==> src/rtl/uart_tx_if.sv <==
`timescale 1ns/1ps
`default_nettype none
// ============================================================================
// Module   : uart_tx_if
// Purpose  : TX handshake between the UART register controller and the engine.
// Revision : 1.0 - initial release
// ============================================================================
interface uart_tx_if;
  logic [31:0] i_tx_data;
  logic        i_tx_start;
  logic        o_tx_start_clear;
  logic        o_tx_busy;
  logic        o_tx_done;
  logic        o_txd;

  modport master (
    output i_tx_data, i_tx_start,
    input  o_tx_start_clear, o_tx_busy, o_tx_done, o_txd
  );

  modport slave (
    input  i_tx_data, i_tx_start,
    output o_tx_start_clear, o_tx_busy, o_tx_done, o_txd
  );
endinterface
`default_nettype wire

==> src/rtl/uart_tx_engine.sv <==
`timescale 1ns/1ps
`default_nettype none
// ============================================================================
// Module   : uart_tx_engine
// Purpose  : UART serial transmitter (start, 8N/8P, 1-2 stop) with a
//            level-start / pulse-clear handshake to the register controller.
// Revision : 1.0 - initial release
// ============================================================================
module uart_tx_engine #(
  parameter int BAUD_DIV   = 434,
  parameter int STOP_BITS  = 1,
  parameter int PARITY_EN  = 0,
  parameter int PARITY_ODD = 0
) (
  input  logic     clk,
  input  logic     rst_n,
  uart_tx_if.slave tx
);

  localparam int              C_STOP_LEN  = STOP_BITS * BAUD_DIV;
  localparam int              C_CNT_W     = $clog2(C_STOP_LEN);
  localparam logic [C_CNT_W-1:0] C_BIT_LAST  = C_CNT_W'(BAUD_DIV - 1);
  localparam logic [C_CNT_W-1:0] C_STOP_LAST = C_CNT_W'(C_STOP_LEN - 1);
  localparam logic [C_CNT_W-1:0] C_CNT_ONE   = C_CNT_W'(1);
  localparam logic            C_PAR_EN    = (PARITY_EN != 0);
  localparam logic            C_ODD       = (PARITY_ODD != 0);

  typedef enum logic [2:0] {
    S_IDLE   = 3'd0,
    S_START  = 3'd1,
    S_DATA   = 3'd2,
    S_PARITY = 3'd3,
    S_STOP   = 3'd4
  } state_t;

  state_t               r_state;
  logic [C_CNT_W-1:0]   r_baud_cnt;
  logic [2:0]           r_bit_idx;
  logic [7:0]           r_shift;
  logic                 r_parity;
  logic                 r_txd;
  logic                 r_busy;
  logic                 r_clear;
  logic                 r_done;
  logic                 w_bit_end;
  logic                 w_unused_data_hi;

  assign w_bit_end        = (r_baud_cnt == C_BIT_LAST);
  assign w_unused_data_hi = ^tx.i_tx_data[31:8];

  always_ff @(posedge clk or negedge rst_n) begin
    if (!rst_n) begin
      r_state    <= S_IDLE;
      r_baud_cnt <= '0;
      r_bit_idx  <= '0;
      r_shift    <= '0;
      r_parity   <= 1'b0;
      r_txd      <= 1'b1;
      r_busy     <= 1'b0;
      r_clear    <= 1'b0;
      r_done     <= 1'b0;
    end else begin
      r_clear <= 1'b0;
      r_done  <= 1'b0;
      case (r_state)
        S_IDLE: begin
          r_txd      <= 1'b1;
          r_busy     <= 1'b0;
          r_baud_cnt <= '0;
          r_bit_idx  <= '0;
          if (tx.i_tx_start) begin
            r_shift  <= tx.i_tx_data[7:0];
            r_parity <= (^tx.i_tx_data[7:0]) ^ C_ODD;
            r_state  <= S_START;
            r_clear  <= 1'b1;
            r_busy   <= 1'b1;
            r_txd    <= 1'b0;
          end
        end
        S_START: begin
          if (w_bit_end) begin
            r_baud_cnt <= '0;
            r_bit_idx  <= '0;
            r_txd      <= r_shift[0];
            r_state    <= S_DATA;
          end else begin
            r_baud_cnt <= r_baud_cnt + C_CNT_ONE;
          end
        end
        S_DATA: begin
          if (w_bit_end) begin
            r_baud_cnt <= '0;
            if (r_bit_idx == 3'd7) begin
              if (C_PAR_EN) begin
                r_state <= S_PARITY;
                r_txd   <= r_parity;
              end else begin
                r_state <= S_STOP;
                r_txd   <= 1'b1;
              end
            end else begin
              // Shift right so the next bit to send is always at [1] here.
              r_bit_idx <= r_bit_idx + 3'd1;
              r_shift   <= {1'b0, r_shift[7:1]};
              r_txd     <= r_shift[1];
            end
          end else begin
            r_baud_cnt <= r_baud_cnt + C_CNT_ONE;
          end
        end
        S_PARITY: begin
          if (w_bit_end) begin
            r_baud_cnt <= '0;
            r_state    <= S_STOP;
            r_txd      <= 1'b1;
          end else begin
            r_baud_cnt <= r_baud_cnt + C_CNT_ONE;
          end
        end
        S_STOP: begin
          // One counter spans all stop bits; done lands on the first IDLE cycle.
          if (r_baud_cnt == C_STOP_LAST) begin
            r_baud_cnt <= '0;
            r_state    <= S_IDLE;
            r_busy     <= 1'b0;
            r_done     <= 1'b1;
            r_txd      <= 1'b1;
          end else begin
            r_baud_cnt <= r_baud_cnt + C_CNT_ONE;
          end
        end
        default: begin
          r_state <= S_IDLE;
          r_txd   <= 1'b1;
          r_busy  <= 1'b0;
        end
      endcase
    end
  end

  assign tx.o_txd            = r_txd;
  assign tx.o_tx_busy        = r_busy;
  assign tx.o_tx_start_clear = r_clear;
  assign tx.o_tx_done        = r_done;

endmodule
`default_nettype wire

==> src/flat_wrapper.sv <==
// flat-port wrapper written by rule: the top's interface ports become plain ports
module uart_tx_engine_flat 
#(
  parameter int BAUD_DIV   = 434,
  parameter int STOP_BITS  = 1,
  parameter int PARITY_EN  = 0,
  parameter int PARITY_ODD = 0
)
  (clk, rst_n, tx_i_tx_data, tx_i_tx_start, tx_o_tx_start_clear, tx_o_tx_busy, tx_o_tx_done, tx_o_txd);
  uart_tx_if tx_i ();
  input  logic clk;
  input  logic rst_n;
  input wire logic [$bits(tx_i.i_tx_data)-1:0] tx_i_tx_data;
  input wire logic [$bits(tx_i.i_tx_start)-1:0] tx_i_tx_start;
  output wire logic [$bits(tx_i.o_tx_start_clear)-1:0] tx_o_tx_start_clear;
  output wire logic [$bits(tx_i.o_tx_busy)-1:0] tx_o_tx_busy;
  output wire logic [$bits(tx_i.o_tx_done)-1:0] tx_o_tx_done;
  output wire logic [$bits(tx_i.o_txd)-1:0] tx_o_txd;
  assign tx_i.i_tx_data = tx_i_tx_data;
  assign tx_i.i_tx_start = tx_i_tx_start;
  assign tx_o_tx_start_clear = tx_i.o_tx_start_clear;
  assign tx_o_tx_busy = tx_i.o_tx_busy;
  assign tx_o_tx_done = tx_i.o_tx_done;
  assign tx_o_txd = tx_i.o_txd;
  uart_tx_engine #(.BAUD_DIV(BAUD_DIV), .STOP_BITS(STOP_BITS), .PARITY_EN(PARITY_EN), .PARITY_ODD(PARITY_ODD)) u_core (.clk(clk), .rst_n(rst_n), .tx(tx_i));
endmodule
==> config.mk <==
export PLATFORM = sky130hd
export DESIGN_NAME = uart_tx_engine_flat
export DESIGN_NICKNAME = d
export VERILOG_FILES = /design/src/rtl/uart_tx_if.sv /design/src/rtl/uart_tx_engine.sv /design/src/flat_wrapper.sv
export SDC_FILE = /design/constraint.sdc
export NUM_CORES = 1
export LEC_CHECK = 0
export BUFFER_PORTS_ARGS = -buffer_cell sky130_fd_sc_hd__buf_2
export CORE_UTILIZATION = 35
export DETAILED_ROUTE_END_ITERATION = 10
export GPL_ROUTABILITY_DRIVEN = 0
export SKIP_CTS_REPAIR_TIMING = 1
export SLEW_MARGIN = 20
export SYNTH_ARGS = -nofsm -noshare
export SYNTH_HDL_FRONTEND = slang
export SYNTH_SLANG_ARGS = --single-unit
export TNS_END_PERCENT = 20
==> constraint.sdc <==
create_clock -name clk -period 4.9 [get_ports clk]
set_clock_uncertainty 0.15 [all_clocks]
set_input_delay 0 -clock clk [delete_from_list [all_inputs] [get_ports clk]]
set_output_delay 0 -clock clk [all_outputs]
set_load 0.05 [all_outputs]
# Word level (Yosys, flattened, before mapping)
# Cells that the tools add are included.
# W data, S select, Z words.
[totals]
word_cells = 65
register_bits = 27
output_inout_bits = 4
inputBits = 35
[classes]
add_sub_neg = 2
eq_ne = 14
reduce_logical = 12
n_mux = 28
n_bitwise = 1
[ops]
columns = ["operator", "n"]
rows = [
  ["$mux W3", 8],
  ["$mux W8", 3],
  ["$pmux W9 S2", 1],
  ["$pmux W8 S2", 1],
  ["$pmux W3 S5", 1],
  ["$ne A2 B1 Y1 const B", 6],
  ["$mux W1", 10],
  ["$add A9 B1 Y9 const B", 1],
  ["$eq A9 B9 Y1 const B", 1],
  ["$mux W9", 1],
  ["$pmux W3 S3", 1],
  ["$reduce_and A4 Y1", 2],
  ["$eq A3 B2 Y1 const B", 2],
  ["$eq A3 B3 Y1 const B", 2],
  ["$reduce_and A6 Y1", 1],
  ["$ne A2 B2 Y1 const B", 2],
  ["$pmux W1 S4", 1],
  ["$reduce_bool A2 Y1", 2],
  ["$reduce_or A4 Y1", 1],
  ["$add A3 B1 Y3 const B", 1],
  ["$eq A3 B1 Y1 const B", 1],
  ["$logic_not A3 Y1", 1],
  ["$pmux W1 S3", 1],
  ["$reduce_and A3 Y1", 1],
  ["other kinds (5)", 5],
]

# Logic depth before layout (Yosys ltp)
# Gate-level depths: netlist (run 1).
[logic_depth]
depth_word = 4
ltp_mapped = 7
mapped_depth_nobuf = 6

# Worst setup path after synthesis (run 1)
# Ideal clock, no wire load.
[synth_timing]
kind = "register to register"
start = "reg u_core.r_baud_cnt[1]"
end = "reg u_core.r_shift[0]"
period_less_slack_ns = 1.989
path_slack_ns = 2.911
path_buffers = 0
arrival_ns = 1.714
stages_incl_launch_ff = 7
setup_ns = 0.125
required_time_ns = 4.625
cell_sequence = "dfrtp_1 > inv_1 > ha_1 > and4bb_2 > nand3_4 > o32ai_4 > mux2_2"
[synth_between]
elab_chain_cells = 3
[synth_rtl]
columns = ["item", "line", "text"]
rows = [
  ["from (decl)", "uart_tx_engine.sv:37", "logic [C_CNT_W-1:0] r_baud_cnt;"],
  ["from (signal assigned)", "uart_tx_engine.sv:87", "r_baud_cnt <= r_baud_cnt + C_CNT_ONE;"],
  ["from (signal assigned)", "uart_tx_engine.sv:108", "r_baud_cnt <= r_baud_cnt + C_CNT_ONE;"],
  ["from (signal assigned)", "uart_tx_engine.sv:117", "r_baud_cnt <= r_baud_cnt + C_CNT_ONE;"],
  ["$eq A9 B9 Y1", "uart_tx_engine.sv:48", "assign w_bit_end = (r_baud_cnt == C_BIT_LAST);"],
  ["$ne A2 B1 Y1 (no line)", "-", ""],
  ["$reduce_and A4 Y1 (no line)", "-", ""],
  ["to (signal assigned)", "uart_tx_engine.sv:72", "r_shift <= tx.i_tx_data[7:0];"],
  ["to (signal assigned)", "uart_tx_engine.sv:104", "r_shift <= {1'b0, r_shift[7:1]};"],
  ["to (decl)", "uart_tx_engine.sv:39", "logic [7:0] r_shift;"],
]
# Every way passes these cells.
# A chain may end at the register's enable or synchronous reset.

# Final worst setup path (run 1)
[layout_timing]
start = "reg u_core.r_state[2]"
end = "reg u_core.r_shift[6]"
[layout_between]
elab_chain_cells = 3
word_cells_on_any_way = 8
classes_between = "4 x eq/ne; 1 x mux; 3 x reduce/logical"
[layout_rtl]
columns = ["item", "line", "text"]
rows = [
  ["from (decl)", "uart_tx_engine.sv:36", "state_t r_state;"],
  ["from (signal assigned)", "uart_tx_engine.sv:53", "r_state <= S_IDLE;"],
  ["from (signal assigned)", "uart_tx_engine.sv:74", "r_state <= S_START;"],
  ["from (signal assigned)", "uart_tx_engine.sv:85", "r_state <= S_DATA;"],
  ["$eq A3 B2 Y1 / $logic_not A3 Y1 (equally long branches)", "uart_tx_engine.sv:65", "case (r_state)"],
  ["$ne A2 B1 Y1 (no line), or another cell as far along", "-", ""],
  ["$reduce_and A4 Y1 (no line)", "-", ""],
]
# Several ways; a longest one is shown, not always the timed one.

==> metrics, run 1 <==
Syn Area/Cell=about 11 sq um; Root Buffer Master=clkbuf_8; crit-path cells=nor3b_2 -> inv_2 -> o32ai_4 -> mux2_2; dpl hpwl=roughly 2000 microns; die width=~66 microns; area grow syn2layout=16.0%; H-tree levels=1; detailed-route via count=~1100; unrepaired setup endpoints after global routing=no; status=finished, final reports clean; DIE AREA=0.00440 sq mm; NumNets Final=between 150 and 200; Critical Path Start=u_core.r_state[2]; Slew @ Worst Pin=0.848 ns; commonest non-fill, non-tap cell in the layout=dfrtp_1; Finished Layout Cells=roughly 210; Pre-antenna DRT Iters=4; final WL=2830 microns; Mapped Area=about 0.0014 sq mm; placed cells=between 150 and 200; first-pass GRT wire length=4990 microns; asr flop ratio synth=100%; Final Max Slew Viols=0; number of synthesized flops with an enable pin=0; top_reg_cell synth=dfrtp_1; Final Hold Violating Endpoints=0; part of the Yosys area used for sequential elements=between 40 and 50%; TritonCTS buffer count=3; Final period util=49.2%; DRC Markers=0; Worst EP required=4.91 ns; critical path peak fanout=15; vias in the first global route=~1100; Total Routing Usage GR=between 10 and 15%; TNS Setup=0 ns; vias per cell=~5.2; CTS tree=built; clk sinks=27; Cells after Synth=136; Starting Density=a little over a third; fraction of layout cells with a size suffix above 1=a little over a quarter; CP Launch Type=flip-flop; area of the multi-input gates=between 700 and 800 sq um; PortBufs=14; Clock Path Buffers=2; Initial DRC Count=63; CP max-delay cell=nor3b_2; VDD IR max=around 0.25 mV; WP data arrival=approximately 2.4 ns; Antenna Nets Post-Route=0; worst skew pair latency=0.27 ns; worst hold start=tx_i_tx_start; Synth Net Count=about 180; Final min period=roughly 2.4 ns; max incr delay on CP=0.68 ns; Die Height=approximately 66 microns; Placement Rows=23; Fmax=slightly above 0.4 GHz; #FFs+latches synth=27; flip-flop and latch area=677 sq um; WS Path Type=flip-flop to flip-flop; total grt overflow=0; initial antenna violation count=0; RR Startpoint=u_core.r_state[2]; area of the core=~0.004 sq mm; leakage power=0.717 nW; clock slew at reported path FFs=0.09 ns; nature of the critical path endpoint=flip-flop; largest net degree at the start of global routing=28; Filler Cell Count=between 300 and 400; total of max-cap violations=0; ant diodes=0; post-synth cell types=42; Ys Warns=0; most frequent cells in the layout=dfrtp_1, mux2_2, buf_2, nand2_1, dlygate4sd3_1; pwr/cell area=~480 mW/mm^2; Slew HR=a little over two fifths; # setup viols final=0; routed wire length per instance=around 14 microns; Ports=39; Hold WC Path Type=input pin to flip-flop
cell type report:
class,count,share of cell area (%)
clock buffers,4,2.68
inverters,7,1.56
multi-input cells,95,42.2
flip-flops and latches,27,40.3
well taps,50,3.72
repair buffers,23,9.53
cell families after synthesis:
group / share of synthesized area, %
xor+xnor: 2.42
compound gates: 14.4
flops: 46.7
buf+inv: 4.32
simple gates: 16.4
fa+ha+maj: 3.45
mux: 12.3
critical path, delay by kind of cell (launching register included):
family,cells,cell delay (ns)
muxes,1,0.39
DFF,1,0.58
and+or+nand+nor,1,0.68
buffers and inverters,1,0.09
AOI/OAI and AO/OA,1,0.42
final timing paths:
path / endpoint / slack [ns] / cells after the start
min: u_core.tx.o_tx_start_clear / 0.04 / 3
min reg2reg: u_core.r_shift[5] / 0.36 / 1
max in group asynchronous: u_core.r_shift[0] / 4.08 / 2
min in group asynchronous: u_core.r_baud_cnt[2] / 0.12 / 2
max reg2reg: u_core.r_shift[6] / 2.49 / 4
max: u_core.r_shift[6] / 2.49 / 4
report_power, final:
group	leakage, nW	switching, W	internal [W]
Clock	0.0228	0.0000681	0.0000582
Sequential	0.345	0.0000605	0.000293
Combinational	0.349	0.000180	0.000150
per-layer routing:
layer | vias to the layer above | wire length (microns) | share of wire (%) | GRT usage, %
met5 | - | 0 | 0 | 0
met4 | 0 | 19 | 0.67 | 3.19
met3 | 2 | 65 | 2.3 | 3.62
met2 | 15 | 1510 | 53 | 27.9
met1 | 516 | 1230 | 44 | 17.0
li1 | 530 | - | - | -
metrics by stage:
| stage | hold slack (ns) | total power, W | utilization [%] | cell area [sq um] | setup slack, ns |
|---|---|---|---|---|---|
| after CTS | -0.400 | 0.000814 | 39.8 | 1590 | 2.45 |
| after floorplan | -0.446 | 0.000619 | - | 1450 | 2.91 |
| after global routing | 0.0586 | 0.000878 | 42.0 | 1680 | 2.34 |
| after detailed placement | -0.0962 | 0.000686 | 38.6 | 1550 | 2.45 |
| final | 0.0395 | 0.000810 | 42.0 | 1680 | 2.49 |
| after global placement | -0.113 | 0.000667 | 38.6 | 1550 | 2.53 |
sequential cells by signal (all words and copies together) (netlist names):
name	count
u_core.r_shift	8
u_core.tx.o_tx_busy	1
u_core.r_state	3
u_core.r_bit_idx	3
u_core.tx.o_tx_done	1
u_core.tx.o_txd	1
u_core.tx.o_tx_start_clear	1
u_core.r_baud_cnt	9
cells in the mapped netlist, drive strengths merged (2+ instances only):
cell	n	area share, %
a21oi	3	1.0
a31oi	7	3.0
and2	3	1.3
buf	4	1.6
clkbuf	3	0.86
dfrtp	26	45
ha	4	3.5
inv	7	1.8
mux2	14	11
mux2i	2	1.4
nand2	13	3.4
nand3	8	3.6
nand3b	2	1.0
nor2	5	1.3
nor3	2	0.69
nor3b	2	1.4
o21ai	8	2.8
o22ai	2	0.86
or2	2	0.86
xnor2	2	1.2
xor2	2	1.2
(Power assumes the default switching activity.)
==> run 2: changes to the inputs <==
==> constraint.sdc (replaced) <==
create_clock -name clk -period 2.3 [get_ports clk]
set_clock_uncertainty 0.15 [all_clocks]
set_input_delay 0 -clock clk [delete_from_list [all_inputs] [get_ports clk]]
set_output_delay 0 -clock clk [all_outputs]
set_load 0.05 [all_outputs]
==> run 2 against run 1 <==
Against the previous run:
- die area did not move
- cell count rose by 1.9%
- power is 120% higher
- first-iteration DRC count shrank 11%
- critical path type unchanged
- sequential cell count did not move
- clock power increased by 120%
- maximum frequency increased by 14%
- utilization rose by 0.75 points
- register-to-register slack lost 2.3 ns
- worst setup slack got worse by 2.3 ns
- critical path depth up 2
- global-route usage rose by 0.078 points
==> metrics, run 2 (synthesized netlist as in run 1, its figures left out) <==
status=finished, final reports clean; DRC Markers=0; die width=66.3 microns; Seq pwr share=42.7%; Total Routing Usage GR=~15%; Final period util=around 92%; area grow syn2layout=18.0%; pre-CTS setup slack=0.209 ns; largest net degree at the start of global routing=28; P_sw=approximately 0.00067 W; flop-to-flop setup slack=roughly 0.19 ns; final WL=about 2900 microns; WP data arrival=2.12 ns; DIE AREA=approximately 0.0044 sq mm; max incr delay on CP=~0.44 ns; vias in the first global route=about 1100; PortBufs=14; Placement Rows=23; worst skew pair latency=around 0.28 ns; busiest grt layer=met2; M2 GR Usage=around a quarter; Ports=39; area of the multi-input gates=approximately 710 sq um; Slew @ Worst Pin=~0.6 ns; slack of the critical path=0.192 ns; NumNets Final=200; Worst EP required=2.31 ns; DP Area=0.00158 sq mm; commonest non-fill, non-tap cell in the layout=dfrtp_1; total of max-cap violations=0; Starting Density=between 30% and 40%; hold depth=3; area of the core=between 0.004 and 0.005 sq mm; cell area after layout=between 0.0015 and 0.002 sq mm; first-pass GRT wire length=~5000 microns; Clock Path Buffers=2; dpl hpwl=roughly 2000 microns; Reg with most FFs=u_core.r_baud_cnt; Initial DRC Count=56; flip-flop and latch area=just under 700 sq um; Int Pwr=between 0.001 and 0.0015 W; biggest regs=u_core.r_baud_cnt x9, u_core.r_shift x8; nature of the critical path endpoint=flip-flop; most frequent cells in the layout=dfrtp_1, mux2_2, buf_2, nand2_1, dlygate4sd3_1; vias per cell=about 5.2; grt met3 use=3.62%; switch share=a little under two fifths; hold endpoint=u_core.tx.o_tx_start_clear; Root Buffer Master=clkbuf_8; Antenna Nets Post-Route=0; Final Max Slew Viols=0; clk sinks=27; VDD IR max=0.543 mV; initial antenna violation count=0; clock share of power=about 16%; Slew HR=between 50% and 60%; CP max-delay cell=o32ai_4; Pre-antenna DRT Iters=4; fraction of layout cells with a size suffix above 1=between 20% and 30%; Final min period=around 2.1 ns; TritonCTS buffer count=3; worst path bufs/invs=1; unrepaired setup endpoints after global routing=no; capture point of the worst reg-to-reg path=u_core.r_shift[6]; Hold WC Path Type=input pin to flip-flop; number of flip-flops in the largest register=9; # setup viols final=0; clock slew at reported path FFs=about 0.1 ns; Filler Cell Count=~380; detailed-route via count=roughly 1100; delay-heaviest family, CP=compound AO/OA/AOI/OAI gates; worst reg2reg path depth=6; total grt overflow=0; WS Path Type=flip-flop to flip-flop; Fmax=about 0.47 GHz; crit-path cells=inv_1 -> ha_1 -> and4bb_2 -> nand3_4 -> o32ai_4 -> mux2_2; Die Height=between 60 and 70 microns; H-tree levels=1; critical path peak fanout=8; CTS tree=built; GR Util met1=17.6%; Final Hold Violating Endpoints=0; RR Startpoint=u_core.r_baud_cnt[1]; pwr/cell area=1030 mW/mm^2; leakage power=~0.74 nW; worst hold start=tx_i_tx_start; Comb pwr share=a little over two fifths; TNS Setup=0 ns; ant diodes=0; CP Launch Type=flip-flop; routed wire length per instance=between 10 and 15 microns
==> run 2: cell count changes in the layout (fill, tap and decap cells not counted), sizes merged <==
cell  previous run  this run
buf             14        18
==> run 2: tightest hold or removal path, cell delays in order <==
cell and delay (ns):
buf_2 0.09, or3b_2 0.24, nor2_1 0.09
==> run 2: area by class of cell <==
cell class | count | share of cell area (%)
multi-input combinational | 95 | 41.5
timing repair buffer | 27 | 11.1
inverter | 7 | 1.54
clock buffer | 4 | 2.63
sequential | 27 | 39.6
tap | 50 | 3.66
==> run 2: routing by layer <==
metal / share of wire [%] / routed length, microns
met5: 0 / 0
met1: 45 / 1300
met3: 2.6 / 75
met2: 51 / 1490
met4: 0.93 / 27
==> run 2: power by group through the flow <==
stage,combinational (W),sequential [W],clock [W]
after floorplan,0.000531,0.000787,0
after global placement,0.000696,0.000754,0
after detailed placement,0.000729,0.000764,0
after global routing,0.000812,0.000778,0.000304
after CTS,0.000732,0.000752,0.000289
final,0.000734,0.000754,0.000278
==> run 2: worst max-delay path by stage <==
stage                    startpoint                 to  slack [ns]  depth (start not counted)
3_3_place_gp   u_core.r_baud_cnt[1]  u_core.r_shift[6]        0.23                          6
6_report       u_core.r_baud_cnt[1]  u_core.r_shift[6]        0.19                          6
2_1_floorplan  u_core.r_baud_cnt[1]  u_core.r_shift[0]        0.31                          6
3_5_place_dp   u_core.r_baud_cnt[1]  u_core.r_shift[6]        0.21                          6
4_1_cts        u_core.r_baud_cnt[1]  u_core.r_shift[6]        0.18                          6
5_1_grt        u_core.r_baud_cnt[1]  u_core.r_shift[6]        0.10                          6
==> run 2: stage by stage <==
stage / hold slack, ns / std cells / power (W) / util, %
floorplan: -0.446 / 136 / 0.00132 / -
global placement: -0.112 / 197 / 0.00145 / 39.4
detailed placement: -0.0934 / 197 / 0.00149 / 39.4
CTS: -0.403 / 201 / 0.00177 / 40.5
global route: 0.0417 / 210 / 0.00190 / 42.8
finish: 0.0366 / 210 / 0.00177 / 42.8
==> run 3: changes to the inputs <==
--- a/config.mk
+++ b/config.mk
@@ -9,8 +9,8 @@
 export CORE_UTILIZATION = 35
 export DETAILED_ROUTE_END_ITERATION = 10
 export GPL_ROUTABILITY_DRIVEN = 0
+export GPL_TIMING_DRIVEN = 0
 export SKIP_CTS_REPAIR_TIMING = 1
-export SLEW_MARGIN = 20
 export SYNTH_ARGS = -nofsm -noshare
 export SYNTH_HDL_FRONTEND = slang
 export SYNTH_SLANG_ARGS = --single-unit
==> run 3 against run 2 <==
Against the previous run:
- sequential cell count did not move
- routed wire length decreased by 2.2%
- first-iteration DRC count decreased by 77%
- non-clock buffer count grew 3
- sequential power is 2.9% lower
- utilization rose by 0.16 points
- highest routed layer unchanged
==> metrics, run 3 (synthesized netlist as in run 1, its figures left out) <==
total of max-cap violations=0; # setup viols final=0; crit-path cells=inv_1 -> ha_1 -> and4bb_2 -> nand3_4 -> o32ai_4 -> mux2_2; Initial DRC Count=13; Ports=39; CTS tree=built; largest net degree at the start of global routing=28; leakage power=roughly 0.74 nW; TNS Setup=0 ns; hold depth=3; nature of the critical path endpoint=flip-flop; clock slew at reported path FFs=around 0.09 ns; Final period util=94.3%; RR Startpoint=u_core.r_baud_cnt[1]; Starting Density=a little over a third; total grt overflow=0; vias per cell=about 5.2; DRC Markers=0; capture point of the worst reg-to-reg path=u_core.r_shift[2]; WS Path Type=flip-flop to flip-flop; DIE AREA=~0.0044 sq mm; Reg with most FFs=u_core.r_baud_cnt; commonest non-fill, non-tap cell in the layout=dfrtp_1; H-tree levels=1; Antenna Nets Post-Route=0; routed wire length per instance=13.3 microns; area of the core=0.00400 sq mm; NumNets Final=203; ant diodes=0; status=finished, final reports clean; flop-to-flop setup slack=about 0.13 ns; max incr delay on CP=0.47 ns; number of flip-flops in the largest register=9; die width=around 66 microns; Die Height=about 66 microns; TritonCTS buffer count=3; Fmax=0.461 GHz; worst reg2reg path depth=6; Pre-antenna DRT Iters=4; Total Routing Usage GR=between 10% and 20%; DP Area=0.00158 sq mm; final WL=between 2000 and 3000 microns; first-pass GRT wire length=around 4900 microns; Worst EP required=approximately 2.3 ns; detailed-route via count=1108; Slew @ Worst Pin=between 0.6 and 0.7 ns; biggest regs=u_core.r_baud_cnt x9, u_core.r_shift x8; area grow syn2layout=18.5%; slack of the critical path=0.131 ns; Placement Rows=23; VDD IR max=around 0.55 mV; pre-CTS setup slack=0.116 ns; pwr/cell area=1020 mW/mm^2; most frequent cells in the layout=dfrtp_1, buf_2, mux2_2, nand2_1, dlygate4sd3_1; fraction of layout cells with a size suffix above 1=between 20% and 30%; WP data arrival=~2.2 ns; PortBufs=14; Slew HR=58.8%; clk sinks=27; cell area after layout=0.00172 sq mm; critical path peak fanout=8; CP max-delay cell=o32ai_4; Final Hold Violating Endpoints=0; vias in the first global route=between 1000 and 1500; Final min period=2.17 ns; dpl hpwl=2070 microns; CP Launch Type=flip-flop; initial antenna violation count=0; worst hold start=tx_i_tx_start; Root Buffer Master=clkbuf_8; Final Max Slew Viols=0; worst skew pair latency=about 0.27 ns; Hold WC Path Type=input pin to flip-flop; Clock Path Buffers=2; unrepaired setup endpoints after global routing=no; hold endpoint=u_core.tx.o_tx_start_clear
[run 3: per-stage QoR]
step                      std cells  total power (W)  utilization (%)  hold slack, ns
after floorplan                 136          0.00132                -          -0.446
after global placement          200          0.00146             39.5          -0.114
after detailed placement        200          0.00149             39.5         -0.0965
after CTS                       204          0.00176             40.7          -0.401
after global routing            213          0.00189             42.9          0.0577
final                           213          0.00175             42.9          0.0444
[run 3: report_power, final]
part | total [W] | internal (W) | leakage (nW) | switching, W
combinational | 0.000750 | 0.000345 | 0.373 | 0.000405
sequential | 0.000732 | 0.000624 | 0.345 | 0.000108
clock | 0.000270 | 0.000124 | 0.0228 | 0.000146
[run 3: layer usage]
metal	routed length (microns)	track usage, %	vias to the layer above
met3	94	4.48	2
met4	12	2.93	0
met5	0	0	-
met1	1230	15.8	544
met2	1490	28.2	19
li1	-	-	543
[run 3: critical path: cells and delay by family (launching register included)]
kind                     cells  cell delay (ns)
buffers and inverters        1             0.08
adder cells (fa/ha/maj)      1             0.13
flip-flops                   1             0.41
multiplexers                 1             0.39
AND/OR/NAND/NOR              2             0.41
AO/OA/AOI/OAI                1             0.47
[run 3: final cells by class]
cell class / count / area (sq um)
Buffer: 7 / 36.3
Multi-Input combinational cell: 95 / 709
Sequential cell: 27 / 677
Timing Repair Buffer: 23 / 160
Clock buffer: 4 / 45.0
Fill cell: 384 / 2280
Inverter: 7 / 26.3
Tap cell: 50 / 62.6
[run 3: worst max path at each step]
stage                          from           endpoint  cells after the start
2_1_floorplan  u_core.r_baud_cnt[1]  u_core.r_shift[0]                      6
3_3_place_gp   u_core.r_baud_cnt[1]  u_core.r_shift[2]                      6
3_5_place_dp   u_core.r_baud_cnt[1]  u_core.r_shift[2]                      6
4_1_cts        u_core.r_baud_cnt[1]  u_core.r_shift[2]                      6
5_1_grt        u_core.r_baud_cnt[1]  u_core.r_shift[6]                      6
6_report       u_core.r_baud_cnt[1]  u_core.r_shift[2]                      6
